`src/rtl/ex_mem_stage_pkg.sv`:
```
// Shared constants for the EX stage: ALU opcodes, forwarding-source encoding,
// and bit positions inside the MEM/WB control fields.
package ex_mem_stage_pkg;

    localparam logic [2:0] ALU_ADD   = 3'b000;
    localparam logic [2:0] ALU_SUB   = 3'b001;
    localparam logic [2:0] ALU_AND   = 3'b010;
    localparam logic [2:0] ALU_OR    = 3'b011;
    localparam logic [2:0] ALU_XOR   = 3'b100;
    localparam logic [2:0] ALU_SLT   = 3'b101;
    localparam logic [2:0] ALU_SLL   = 3'b110;
    localparam logic [2:0] ALU_PASSB = 3'b111;

    typedef enum logic [1:0] {
        FWD_REG   = 2'd0,
        FWD_EXMEM = 2'd1,
        FWD_MEMWB = 2'd2
    } fwd_sel_e;

    // MEM_Con = {MEMread, MEMwrite}; WB_Con = {MEMtoReg, RegWre}
    localparam int MEM_READ_BIT    = 1;
    localparam int MEM_WRITE_BIT   = 0;
    localparam int WB_MEMTOREG_BIT = 1;
    localparam int WB_REGWRE_BIT   = 0;

endpackage

```
`src/rtl/ex_alu.sv`:
```
// Combinational EX-stage ALU: eight operations, wrapping arithmetic,
// zero flag derived from the unregistered result.
module ex_alu
    import ex_mem_stage_pkg::*;
#(
    parameter int DW = 32
) (
    input  logic [DW-1:0] A,
    input  logic [DW-1:0] B,
    input  logic [2:0]    ALUCon,
    output logic [DW-1:0] Result,
    output logic          Zero
);

    always_comb begin
        Result = '0;
        case (ALUCon)
            ALU_ADD:   Result = A + B;
            ALU_SUB:   Result = A - B;
            ALU_AND:   Result = A & B;
            ALU_OR:    Result = A | B;
            ALU_XOR:   Result = A ^ B;
            ALU_SLT:   Result = {{(DW-1){1'b0}}, ($signed(A) < $signed(B))};
            ALU_SLL:   Result = A << B[4:0];
            ALU_PASSB: Result = B;
            default:   Result = '0;
        endcase
    end

    assign Zero = (Result == '0);

endmodule

```
`src/rtl/ex_mem_stage.sv`:
```
// EX stage: operand forwarding from EX/MEM and MEM/WB, ALU execution, and the
// EX/MEM pipeline register with stall (hold) and flush (bubble) control.
module ex_mem_stage
    import ex_mem_stage_pkg::*;
#(
    parameter int DW = 32,
    parameter int RW = 5
) (
    input  logic          CLK,
    input  logic          RST,
    input  logic          Stall,
    input  logic          Flush,
    input  logic [1:0]    MEM_Con,
    input  logic [1:0]    WB_Con,
    input  logic [2:0]    ALUCon,
    input  logic          ALUSrcB,
    input  logic          RegDst,
    input  logic [RW-1:0] ID_EX_Reg_RS,
    input  logic [RW-1:0] ID_EX_Reg_RT,
    input  logic [RW-1:0] ID_EX_Reg_RD,
    input  logic [DW-1:0] ID_EX_Reg_immediate,
    input  logic [DW-1:0] ID_EX_DataBusA,
    input  logic [DW-1:0] ID_EX_DataBusB,
    input  logic          MEM_WB_RegWre,
    input  logic [RW-1:0] MEM_WB_Reg_RD,
    input  logic [DW-1:0] MEM_WB_WriteData,
    output logic [1:0]    EX_MEM_Con,
    output logic [1:0]    EX_MEM_WB_Con,
    output logic [DW-1:0] EX_MEM_ALUOut,
    output logic [DW-1:0] EX_MEM_StoreData,
    output logic [RW-1:0] EX_MEM_Reg_RD,
    output logic          EX_MEM_Zero,
    output logic          EX_MEM_Valid
);

    logic [1:0]    con_q, con_d;
    logic [1:0]    wb_con_q, wb_con_d;
    logic [DW-1:0] alu_out_q, alu_out_d;
    logic [DW-1:0] store_data_q, store_data_d;
    logic [RW-1:0] reg_rd_q, reg_rd_d;
    logic          zero_q, zero_d;
    logic          valid_q, valid_d;

    logic          exm_writes, mwb_writes;
    fwd_sel_e      fwd_a_sel, fwd_b_sel;
    logic [DW-1:0] op_a, fwd_b, op_b;
    logic [DW-1:0] alu_result;
    logic          alu_zero;

    // A load's ALUOut is an address, not the value headed for the register file.
    assign exm_writes = valid_q & wb_con_q[WB_REGWRE_BIT] & ~con_q[MEM_READ_BIT]
                        & (reg_rd_q != '0);
    assign mwb_writes = MEM_WB_RegWre & (MEM_WB_Reg_RD != '0);

    always_comb begin
        fwd_a_sel = FWD_REG;
        fwd_b_sel = FWD_REG;
        if (exm_writes && reg_rd_q == ID_EX_Reg_RS)
            fwd_a_sel = FWD_EXMEM;
        else if (mwb_writes && MEM_WB_Reg_RD == ID_EX_Reg_RS)
            fwd_a_sel = FWD_MEMWB;
        if (exm_writes && reg_rd_q == ID_EX_Reg_RT)
            fwd_b_sel = FWD_EXMEM;
        else if (mwb_writes && MEM_WB_Reg_RD == ID_EX_Reg_RT)
            fwd_b_sel = FWD_MEMWB;
    end

    always_comb begin
        op_a  = ID_EX_DataBusA;
        fwd_b = ID_EX_DataBusB;
        case (fwd_a_sel)
            FWD_EXMEM: op_a = alu_out_q;
            FWD_MEMWB: op_a = MEM_WB_WriteData;
            default:   op_a = ID_EX_DataBusA;
        endcase
        case (fwd_b_sel)
            FWD_EXMEM: fwd_b = alu_out_q;
            FWD_MEMWB: fwd_b = MEM_WB_WriteData;
            default:   fwd_b = ID_EX_DataBusB;
        endcase
    end

    assign op_b = ALUSrcB ? ID_EX_Reg_immediate : fwd_b;

    ex_alu #(.DW(DW)) u_alu (
        .A      (op_a),
        .B      (op_b),
        .ALUCon (ALUCon),
        .Result (alu_result),
        .Zero   (alu_zero)
    );

    always_comb begin
        con_d        = con_q;
        wb_con_d     = wb_con_q;
        alu_out_d    = alu_out_q;
        store_data_d = store_data_q;
        reg_rd_d     = reg_rd_q;
        zero_d       = zero_q;
        valid_d      = valid_q;
        if (Flush) begin
            con_d        = '0;
            wb_con_d     = '0;
            alu_out_d    = '0;
            store_data_d = '0;
            reg_rd_d     = '0;
            zero_d       = 1'b0;
            valid_d      = 1'b0;
        end else if (!Stall) begin
            con_d        = MEM_Con;
            wb_con_d     = WB_Con;
            alu_out_d    = alu_result;
            store_data_d = fwd_b;
            reg_rd_d     = RegDst ? ID_EX_Reg_RD : ID_EX_Reg_RT;
            zero_d       = alu_zero;
            valid_d      = 1'b1;
        end
    end

    always_ff @(posedge CLK or posedge RST) begin
        if (RST) begin
            con_q        <= '0;
            wb_con_q     <= '0;
            alu_out_q    <= '0;
            store_data_q <= '0;
            reg_rd_q     <= '0;
            zero_q       <= 1'b0;
            valid_q      <= 1'b0;
        end else begin
            con_q        <= con_d;
            wb_con_q     <= wb_con_d;
            alu_out_q    <= alu_out_d;
            store_data_q <= store_data_d;
            reg_rd_q     <= reg_rd_d;
            zero_q       <= zero_d;
            valid_q      <= valid_d;
        end
    end

    assign EX_MEM_Con       = con_q;
    assign EX_MEM_WB_Con    = wb_con_q;
    assign EX_MEM_ALUOut    = alu_out_q;
    assign EX_MEM_StoreData = store_data_q;
    assign EX_MEM_Reg_RD    = reg_rd_q;
    assign EX_MEM_Zero      = zero_q;
    assign EX_MEM_Valid     = valid_q;

endmodule

```
`config.mk`:
```
export PLATFORM = sky130hd
export DESIGN_NAME = ex_mem_stage
export DESIGN_NICKNAME = d
export VERILOG_FILES = /design/src/rtl/ex_mem_stage_pkg.sv /design/src/rtl/ex_alu.sv /design/src/rtl/ex_mem_stage.sv
export SDC_FILE = /design/constraint.sdc
export NUM_CORES = 1
export LEC_CHECK = 0
export CAP_MARGIN = 20
export CELL_PAD_IN_SITES_DETAIL_PLACEMENT = 2
export CELL_PAD_IN_SITES_GLOBAL_PLACEMENT = 2
export CORE_MARGIN = 5
export CORE_UTILIZATION = 34
export CTS_BUF_LIST = sky130_fd_sc_hd__clkbuf_8 sky130_fd_sc_hd__clkbuf_16
export CTS_CLUSTER_SIZE = 14
export DETAILED_ROUTE_END_ITERATION = 8
export PLACE_DENSITY_LB_ADDON = 0.1
export SLEW_MARGIN = 20
export SYNTH_ARGS = -nofsm -noshare
export SYNTH_HDL_FRONTEND = slang
export SYNTH_HIERARCHICAL = 1
export SYNTH_SLANG_ARGS = --single-unit
```
`constraint.sdc`:
```
create_clock -name CLK -period 11.38 [get_ports CLK]
set_input_delay 2.276 -clock CLK [delete_from_list [all_inputs] [get_ports CLK]]
set_output_delay 2.276 -clock CLK [all_outputs]
set_load 0.05 [all_outputs]
```
# == After elaboration in Yosys (flattened, before gate mapping) ==
# Cells that the tools add are included.
# totals
register_bits,75
output_inout_bits,75
wordCells,66
# classes
add_sub_neg,2
n_lt_le_gt_ge,1
eq_ne,16
n_shift,1
n_mux,23
bitwise,8
reduce_logical,8
# ops
operator,n
32-bit case mux with 8 select lines,1
32-bit two-way mux,5
32-bit case mux with 2 select lines,2
32-bit adder,1
32-bit bitwise AND,1
32-bit logical NOT,1
32-bit less-than comparator,1
32-bit OR,1
32-bit by 5-bit << shifter with 32-bit output,1
32-bit subtractor,1
32-bit bitwise XOR,1
5-bit == test,4
2-bit two-way mux,8
5-bit two-way mux,3
3-bit == test (second input constant),4
5-bit nonzero test,2
3-bit by 2-bit == test with 1-bit output (second input constant),2
1-bit bitwise AND,4
2-bit by 1-bit == test with 1-bit output (second input constant),2
2-bit == test (second input constant),2
1-bit logical AND,4
1-bit two-way mux,4
3-bit by 1-bit == test with 1-bit output (second input constant),1
3-bit logical NOT,1
other kinds (2),2

# == Logic depth before layout (Yosys ltp) ==
# Gate-level depths: netlist of the first run.
# depth
word_depth,13
ltp_mapped,27

# == Cells and area by module ==
# The synthesis of the first run kept the hierarchy.
# by_module_without_submodules
mod,n_inst,cells_each,area_each_um2
ex_alu,1,1147,7930.1
ex_mem_stage,1,513,4783.3

# == Worst setup path before layout of the first run ==
# No wires, ideal clock.
# synth_path
path_kind,input to register
from,input MEM_WB_Reg_RD[1]
to,"register zero_q, in the netlist EX_MEM_Zero"
arrival_ns,7.835
required_ns,11.307
setup_slack_ns,3.472
stages,26
path_buffers,6
cell_sequence,or4_1 o21ai_2 nor4_4 buf_2 mux2i_1 a21oi_1 buf_2 buf_2 inv_1 buf_2 buf_1 ha_1 buf_6 or2b_1 o311ai_1 a2111oi_4 a21oi_2 o21ai_1 nand2_1 and4_1 or3_1 or4_1 or4_1 nor2_1 mux2i_1 nor2_1
# synth_via
elab_chain_len,13
word_cells_on_any_way,28
cone_classes,add/sub: 2; order compare: 1; eq/ne: 6; shift: 1; mux: 10; bitwise: 4; reduce/logical: 4
# synth_lines
element,line_no,rtl
"start, declared",ex_mem_stage.sv:25,"input logic [RW-1:0] MEM_WB_Reg_RD,"
5-bit nonzero test,ex_mem_stage.sv:53,assign mwb_writes = MEM_WB_RegWre & (MEM_WB_Reg_RD != '0);
1-bit bitwise AND,ex_mem_stage.sv:53,
1-bit logical AND (*),ex_mem_stage.sv:64,else if (mwb_writes && MEM_WB_Reg_RD == ID_EX_Reg_RT)
2-bit two-way mux (*),ex_mem_stage.sv:64,
2-bit two-way mux (*),ex_mem_stage.sv:62,if (exm_writes && reg_rd_q == ID_EX_Reg_RT)
2-bit == test or 2-bit by 1-bit == test with 1-bit output (tied branches),ex_mem_stage.sv:76,case (fwd_b_sel)
32-bit case mux with 2 select lines (*),ex_mem_stage.sv:76,
32-bit two-way mux (*),ex_mem_stage.sv:83,assign op_b = ALUSrcB ? ID_EX_Reg_immediate : fwd_b;
via op_b[2],ex_mem_stage.sv:46,"logic [DW-1:0] op_a, fwd_b, op_b;"
"32-bit subtractor, or another cell as far along",ex_alu.sv:19,ALU_SUB: Result = A - B;
32-bit case mux with 8 select lines (*),ex_alu.sv:17,case (ALUCon)
via alu_result[15],ex_mem_stage.sv:47,logic [DW-1:0] alu_result;
32-bit logical NOT (*),ex_alu.sv:30,assign Zero = (Result == '0);
via alu_zero,ex_mem_stage.sv:48,logic alu_zero;
1-bit two-way mux (*),ex_mem_stage.sv:109,end else if (!Stall) begin
1-bit two-way mux (*),ex_mem_stage.sv:101,if (Flush) begin
"end signal, assigned",ex_mem_stage.sv:135,zero_q <= zero_d;
"end, declared",ex_mem_stage.sv:41,"logic zero_q, zero_d;"
# Mark *: on every way through the listed nets, which the timed path passes. The rest lies on a longest branch. The select of a mux whose other input is x is not followed.
# A chain may end at the register's enable or synchronous reset.

# == Worst setup path in the final report of the first run ==
# Ends and elaborated chain as after synthesis.

==> metrics.log, run 1 <==
[metrics] min-delay src: EX_MEM_WB_Con[1]$_DFFE_PP0P_
[metrics] post-detailed-route via-to-cell ratio: ~6.5
[metrics] proportion of layout cells with a drive suffix above 1: 0.0894
[metrics] Area growth, synth to finish: 23.7%
[metrics] Post-Route Skew: ~0.011 ns
[metrics] achievable clock frequency: approximately 110 MHz
[metrics] result of the run: finished clean
[metrics] total inserted antenna cells: 0
[metrics] final clock period utilization by the worst path: 0.817
[metrics] flops & latches, synth: 75
[metrics] RSZ-0062 raised after global routing: no
[metrics] routed wire length: 71,900 um
[metrics] Total Power: roughly 1500 uW
[metrics] CP arrival: about 9.6 ns
[metrics] critical setup path kind: in -> reg
[metrics] Ports: around 240
[metrics] predominant post-synthesis flop cell: dfrtp_1
[metrics] Die Wd: 203 um
[metrics] wire length of the first global-routing pass: between 100,000 and 150,000 um
[metrics] aggregate global-route resource usage: 0.332
[metrics] CTS Root Buffer Type: clkbuf_16
[metrics] placer congestion estimate: roughly 0.97
[metrics] launching element type of the critical path: primary input
[metrics] # DRC: 0
[metrics] element type at the critical path end: register
[metrics] Reg power frac: 0.210
[metrics] proportion of total power due to net switching: 0.504
[metrics] Total Neg Setup Slack: 0 ns
[metrics] mux cell area share after synthesis: 0.177
[metrics] Overflow after GRT: 0
[metrics] clock tree from TritonCTS: built
[metrics] LEAKAGE: around 0.0063 uW
[metrics] placed cell count: between 2,000 and 2,500
[metrics] fraction of the mapped netlist area in compound gates: 0.302
[metrics] VDD IR max: approximately 74 uV
[metrics] Clock Path Buffers: 2
[metrics] number of antenna violations at the first check in global routing: 3
[metrics] source-to-sink clock delay at the later pin of the worst-skew pair: about 0.37 ns
[metrics] Layout Cell Area excl Fill: 15,700 um2
[metrics] power share of the clock group: 0.189
[metrics] area of the die: slightly above 40,000 um2
[metrics] Final ANT Viol Nets: 0
[metrics] syn avg cell area: about 7.7 um2
[metrics] number of max-cap violations: 0
[metrics] post-layout util: 0.428
[metrics] dominant combinational cell family by area after synthesis: compound AO/OA/AOI/OAI gates
[metrics] number of vias in the routed layout: 15,000
[metrics] class of the tightest hold or removal check: reg -> reg
[metrics] number of buffers created by CTS: 9
[metrics] largest net degree at the start of global routing: 53
[metrics] DRT iter0 DRCs: 1,250
[metrics] area share of fa/ha/maj cells after synthesis: 0.0986
[metrics] Cell Pwr Density: between 90 and 100 nW/um2
[metrics] Slew HR: 0.256
[metrics] Netlist cell types: 96
[metrics] setup-violating endpoint count in the final report: 0
[metrics] die extent in y: just over 200 um
[metrics] Cell Int Power: between 700 and 800 uW
[metrics] port buffer count: 236
[metrics] power spent charging and discharging nets: about 760 uW
[metrics] HPWL after detailed placement: roughly 56,000 um
[metrics] clock sink total: 75
[metrics] CP Capture Point: EX_MEM_Zero$_DFFE_PP0P_
[metrics] combinational cell fraction of total power: 0.602
[metrics] commonest non-fill, non-tap cell in the layout: clkdlybuf4s50_1
[metrics] via count of the first global-routing pass: approximately 16,000
[metrics] number of synthesized flops with an enable pin: 0
[metrics] effective utilization at floorplan: 0.346
[metrics] net count after synthesis: between 1,500 and 2,000
[metrics] launching instance or port of the critical path: MEM_WB_Reg_RD[1]
[metrics] worst reg2reg startpoint: EX_MEM_Reg_RD[2]$_DFFE_PP0P_
[metrics] transition time of the tightest slew-check pin: about 1.1 ns
[metrics] post-synthesis sequential area ratio: 0.148
[metrics] proportion of synthesized flip-flops having asynchronous set or reset: 1.00
[metrics] final instance count without filler cells: between 2,000 and 2,500
[metrics] hold buffer count at CTS: 0
[metrics] detailed-routing iteration count for the pre-antenna-repair pass: 8
[metrics] Nets: 2,091
[metrics] number of buffers inserted by post-CTS setup repair: 0
[metrics] share of synthesized cell area in and, or, nand and nor gates: 0.167
[metrics] critical register-to-register path endpoint: EX_MEM_Zero$_DFFE_PP0P_
[metrics] FF-to-FF setup slack: approximately 3.8 ns
[metrics] shortest period the worst path allows: just over 9 ns
[metrics] H-tree level count: 3
[metrics] share of the synthesized netlist area taken by xor and xnor gates: 0.0255
[metrics] Final Hold Vio Count: 0
[metrics] Post-Syn Area: around 13,000 um2
[metrics] core footprint: 36,800 um2
[metrics] filler instances: approximately 4,300
[metrics] Wirelength per Cell: roughly 31 um
[metrics] worst reg-to-reg path cell count: 21
[metrics] final slew viol count: 0
[metrics] Syn. warnings: 6
[metrics] worst-path maximum fanout: between 40 and 50
[metrics] total number of placement rows: 70
[metrics] cts repair resizes: 0
[metrics] required time at the worst-slack endpoint: roughly 12 ns
[metrics] Clock transition at path regs: roughly 0.07 ns
[metrics] highest-count cells in the layout ignoring fill and taps: clkdlybuf4s50_1 (233), nand2_1 (151), nor2_1 (143)
[metrics] number of standard cells after synthesis: about 1,700
[metrics] cell area after placement: ~15,000 um2
power groups by stage:
stage | clock (uW) | sequential, uW | combinational [uW]
after floorplan | 0 | 375 | 485
after global placement | 0 | 320 | 861
after detailed placement | 0 | 321 | 884
after CTS | 289 | 316 | 888
after global routing | 300 | 319 | 954
final | 285 | 317 | 909
cells in the mapped netlist, drive strengths merged (9+ instances only):
library cell	n	area (um2)
dfrtp	75	1880
mux2i	140	1410
clkbuf	63	236
a21o	11	85.1
nor3	27	135
o211ai	20	160
inv	107	402
o21ai	144	724
a31oi	17	106
nor4	18	158
ha	97	1210
xor2	13	114
buf	65	399
a22oi	52	390
o21bai	10	75.1
a211oi	18	135
nand2	151	567
a22o	11	96.3
mux4	33	743
nand3	38	190
nor2	146	553
xnor2	24	210
a221oi	10	87.6
mux2	9	101
o221ai	12	105
or4	13	105
o31ai	16	130
nor2b	14	87.6
a21oi	144	739
nand4	10	62.6
o22ai	37	231
area by class of cell:
class | count | area, um2 | area share
multi-input cells | 1350 | 9870 | 0.627
repair buffers | 287 | 2730 | 0.174
flip-flops and latches | 75 | 1880 | 0.119
well taps | 468 | 586 | 0.0372
inverters | 107 | 403 | 0.0256
clock buffers | 9 | 225 | 0.0143
clock inverters | 7 | 43.8 | 0.00278
critical path, stage by stage:
cell	delay, ns
clkdlybuf4s50_1	0.48
or4_1	0.56
o21ai_2	0.26
nor4_4	0.08
buf_4	0.33
mux2i_1	0.25
a21oi_4	0.16
buf_4	0.49
inv_1	0.58
ha_1	0.47
o311ai_1	0.75
a2111oi_4	0.20
a21oi_2	0.51
o21bai_1	0.20
a31oi_1	0.22
o211ai_1	0.31
nor4_1	0.46
o2111ai_1	0.16
or4_1	0.50
nor2_1	0.12
mux2i_1	0.08
nor2_1	0.11
worst min-delay path by stage:
stage                                             endpoint  slack [ns]  cells after the start
after CTS                     EX_MEM_WB_Con[1]$_DFFE_PP0P_        0.53                      2
after detailed placement      EX_MEM_WB_Con[1]$_DFFE_PP0P_        0.52                      2
after global routing      EX_MEM_StoreData[30]$_DFFE_PP0P_        0.54                      2
after global placement           EX_MEM_Con[0]$_DFFE_PP0P_        0.50                      2
after floorplan                   EX_MEM_Valid$_DFFE_PP0P_        0.79                      2
final                         EX_MEM_WB_Con[1]$_DFFE_PP0P_        0.53                      2
cell families (layout without fill, tap and decap cells):
logic type | count (synthesis) | count (layout)
DFF | 75 | 75
and+or+nand+nor | 452 | 452
AOI/OAI and AO/OA | 580 | 580
buffers and inverters | 235 | 410
xor gates and xnor gates | 37 | 37
adders and majority gates | 99 | 99
muxes | 182 | 182
state kept, by name (all words and copies together) (netlist names):
register,cells
EX_MEM_Reg_RD,5
EX_MEM_WB_Con,2
EX_MEM_StoreData,32
EX_MEM_Valid,1
EX_MEM_Con,2
EX_MEM_ALUOut,32
EX_MEM_Zero,1
routing by layer:
metal,global-route usage,wire (um)
met4,0.0908,2040
met5,0,47
met1,0.461,31900
met3,0.0824,6480
met2,0.514,31500
per-stage QoR:
step | hold slack, ns | setup WS, ns
floorplan | 0.787 | 3.47
CTS | 0.531 | 2.16
global route | 0.542 | 1.65
global placement | 0.503 | 2.07
finish | 0.529 | 2.08
detailed placement | 0.516 | 1.81
(Power assumes the default switching activity.)
==> inputs of run 2 (changes only) <==
--- a/config.mk
+++ b/config.mk
@@ -9,7 +9,7 @@
 export CELL_PAD_IN_SITES_DETAIL_PLACEMENT = 2
 export CELL_PAD_IN_SITES_GLOBAL_PLACEMENT = 2
 export CORE_MARGIN = 5
-export CORE_UTILIZATION = 34
+export CORE_UTILIZATION = 28
 export CTS_BUF_LIST = sky130_fd_sc_hd__clkbuf_8 sky130_fd_sc_hd__clkbuf_16
 export CTS_CLUSTER_SIZE = 14
 export DETAILED_ROUTE_END_ITERATION = 8
==> constraint.sdc (replaced) <==
create_clock -name CLK -period 7.6 [get_ports CLK]
set_input_delay 1.52 -clock CLK [delete_from_list [all_inputs] [get_ports CLK]]
set_output_delay 1.52 -clock CLK [all_outputs]
set_load 0.05 [all_outputs]
==> metrics.log, run 2 (same netlist as run 1, synthesis figures left out) <==
[metrics] number of vias in the routed layout: about 15,000
[metrics] VDD IR max: 117 uV
[metrics] filler instances: 5,247
[metrics] Clock transition at path regs: roughly 0.060 ns
[metrics] Wirelength per Cell: between 20 and 30 um
[metrics] critical setup path kind: in -> reg
[metrics] Final Hold Vio Count: 0
[metrics] LEAKAGE: slightly above 0.007 uW
[metrics] CP arrival: 7.64 ns
[metrics] Area growth, synth to finish: 36.7%
[metrics] Ports: ~240
[metrics] aggregate global-route resource usage: 0.297
[metrics] worst-path maximum fanout: 34
[metrics] Worst Hold Path Cells: 2
[metrics] DRT iter0 DRCs: about 1,300
[metrics] hold buffer count at CTS: 0
[metrics] final worst slack: about 0.25 ns
[metrics] # DRC: 0
[metrics] required time at the worst-slack endpoint: 7.89 ns
[metrics] Overflow after GRT: 0
[metrics] placer congestion estimate: between 0.9 and 1
[metrics] number of antenna violations at the first check in global routing: 0
[metrics] number of buffers inserted by post-CTS setup repair: 0
[metrics] clock sink total: 75
[metrics] Post-Route Skew: 0.0114 ns
[metrics] Slew HR: 0.264
[metrics] post-detailed-route via-to-cell ratio: between 5 and 6
[metrics] critical register-to-register path endpoint: EX_MEM_Zero$_DFFE_PP0P_
[metrics] via count of the first global-routing pass: between 15,000 and 20,000
[metrics] element type at the critical path end: register
[metrics] dpl ws: -0.135 ns
[metrics] die extent in y: 223 um
[metrics] proportion of layout cells with a drive suffix above 1: 0.172
[metrics] Nets: 2,268
[metrics] result of the run: finished clean
[metrics] final slew viol count: 0
[metrics] HPWL after detailed placement: 62,500 um
[metrics] Clock Path Buffers: 2
[metrics] largest net degree at the start of global routing: 66
[metrics] effective utilization at floorplan: 0.281
[metrics] H-tree level count: 3
[metrics] launching element type of the critical path: primary input
[metrics] Die Wd: roughly 220 um
[metrics] number of buffers created by CTS: 9
[metrics] core footprint: 45,200 um2
[metrics] wire length of the first global-routing pass: ~110,000 um
[metrics] setup-violating endpoint count in the final report: 0
[metrics] achievable clock frequency: about 140 MHz
[metrics] min-delay src: EX_MEM_StoreData[28]$_DFFE_PP0P_
[metrics] number of max-cap violations: 0
[metrics] worst reg-to-reg path cell count: 23
[metrics] source-to-sink clock delay at the later pin of the worst-skew pair: roughly 0.36 ns
[metrics] area of the die: 49,800 um2
[metrics] clock tree from TritonCTS: built
[metrics] transition time of the tightest slew-check pin: about 1.1 ns
[metrics] shortest period the worst path allows: between 7 and 8 ns
[metrics] total number of placement rows: 78
[metrics] Cell Pwr Density: between 100 and 150 nW/um2
[metrics] final clock period utilization by the worst path: 0.967
[metrics] CTS Root Buffer Type: clkbuf_16
[metrics] total inserted antenna cells: 0
[metrics] routed wire length: 77,200 um
[metrics] detailed-routing iteration count for the pre-antenna-repair pass: 6
[metrics] class of the tightest hold or removal check: reg -> reg
[metrics] terminating pin of the worst hold path: EX_MEM_StoreData[28]$_DFFE_PP0P_
[metrics] Final ANT Viol Nets: 0
[metrics] port buffer count: between 200 and 250
[metrics] post-layout util: 0.385
[metrics] commonest non-fill, non-tap cell in the layout: clkdlybuf4s50_1
[metrics] worst reg2reg startpoint: EX_MEM_Reg_RD[1]$_DFFE_PP0P_
[metrics] highest-count cells in the layout ignoring fill and taps: clkdlybuf4s50_1 (233), buf_4 (224), nand2_1 (151)
[metrics] FF-to-FF setup slack: 1.18 ns
-- run 2: cell types whose count changed in the layout (fill, tap and decap cells not counted), moves of 3 or more --
cell,delta
bufinv_16,+3
a21oi_2,+6
buf_4,+173
buf_12,+4
clkinv_2,-3
a21oi_1,-6
-- run 2: how the worst max path moves through the flow --
stage | from | to
2_1_floorplan | MEM_WB_Reg_RD[1] | EX_MEM_Zero$_DFFE_PP0P_
3_3_place_gp | MEM_WB_Reg_RD[2] | EX_MEM_Zero$_DFFE_PP0P_
3_5_place_dp | MEM_WB_Reg_RD[2] | EX_MEM_Zero$_DFFE_PP0P_
4_1_cts | MEM_WB_Reg_RD[2] | EX_MEM_Zero$_DFFE_PP0P_
5_1_grt | MEM_WB_Reg_RD[2] | EX_MEM_Zero$_DFFE_PP0P_
6_report | MEM_WB_Reg_RD[2] | EX_MEM_Zero$_DFFE_PP0P_
-- run 2: timing repair --
item | CTS | global route
endpoints found under the hold margin | 0 | 0
setup endpoints to repair | 0 | 1
resized for setup | 0 | 9
-- run 2: power by group --
part	internal, uW	total, uW	switching [uW]
Sequential	428	468	40.5
Combinational	603	1560	956
Clock	328	520	192
-- run 2: routing by layer --
layer  track usage  vias to the layer above  routed length, um  share of wire
li1              -                     6882                  -              -
met1         0.429                     7931              36500           0.47
met2         0.465                      547              34100           0.44
met3        0.0491                       72               4850          0.063
met4        0.0682                        0               1770          0.023
met5             0                        -                  0              0
-- run 2: area by class of cell --
type                            instances  area, um2  share of cell area
Multi-Input combinational cell       1350       9900               0.569
Timing Repair Buffer                  464       4110               0.236
Sequential cell                        75       1880               0.108
Tap cell                              600        751              0.0432
Inverter                              107        403              0.0232
Clock buffer                           10        239              0.0137
Clock inverter                          6        105             0.00605
-- run 2: worst max-delay path, stage by stage --
cell	delay [ns]
clkdlybuf4s50_1	0.47
or4_1	0.54
o21ai_2	0.20
buf_4	0.16
nor4_4	0.05
buf_12	0.18
mux2i_1	0.19
a21oi_4	0.24
buf_4	0.48
inv_1	0.14
ha_1	0.28
nor2b_1	0.14
a211oi_1	0.08
a31o_2	0.30
a2111oi_2	0.69
a211oi_1	0.18
a22oi_1	0.22
o21ai_1	0.14
nor4_1	0.44
o2111ai_1	0.17
or4_1	0.49
nor2_1	0.13
mux2i_1	0.07
nor2_1	0.11
-- run 2: through the flow --
step	instances	hold slack (ns)	instance area [um2]	TNS [ns]	power, uW
floorplan	1660	0.787	12700	0	1290
finish	2612	0.532	17400	0	2550
CTS	2612	0.534	17300	0	2530
global route	2612	0.556	17400	-0.00377	2660
global placement	2595	0.503	17000	-0.580	1970
detailed placement	2596	0.520	17000	-0.135	2000
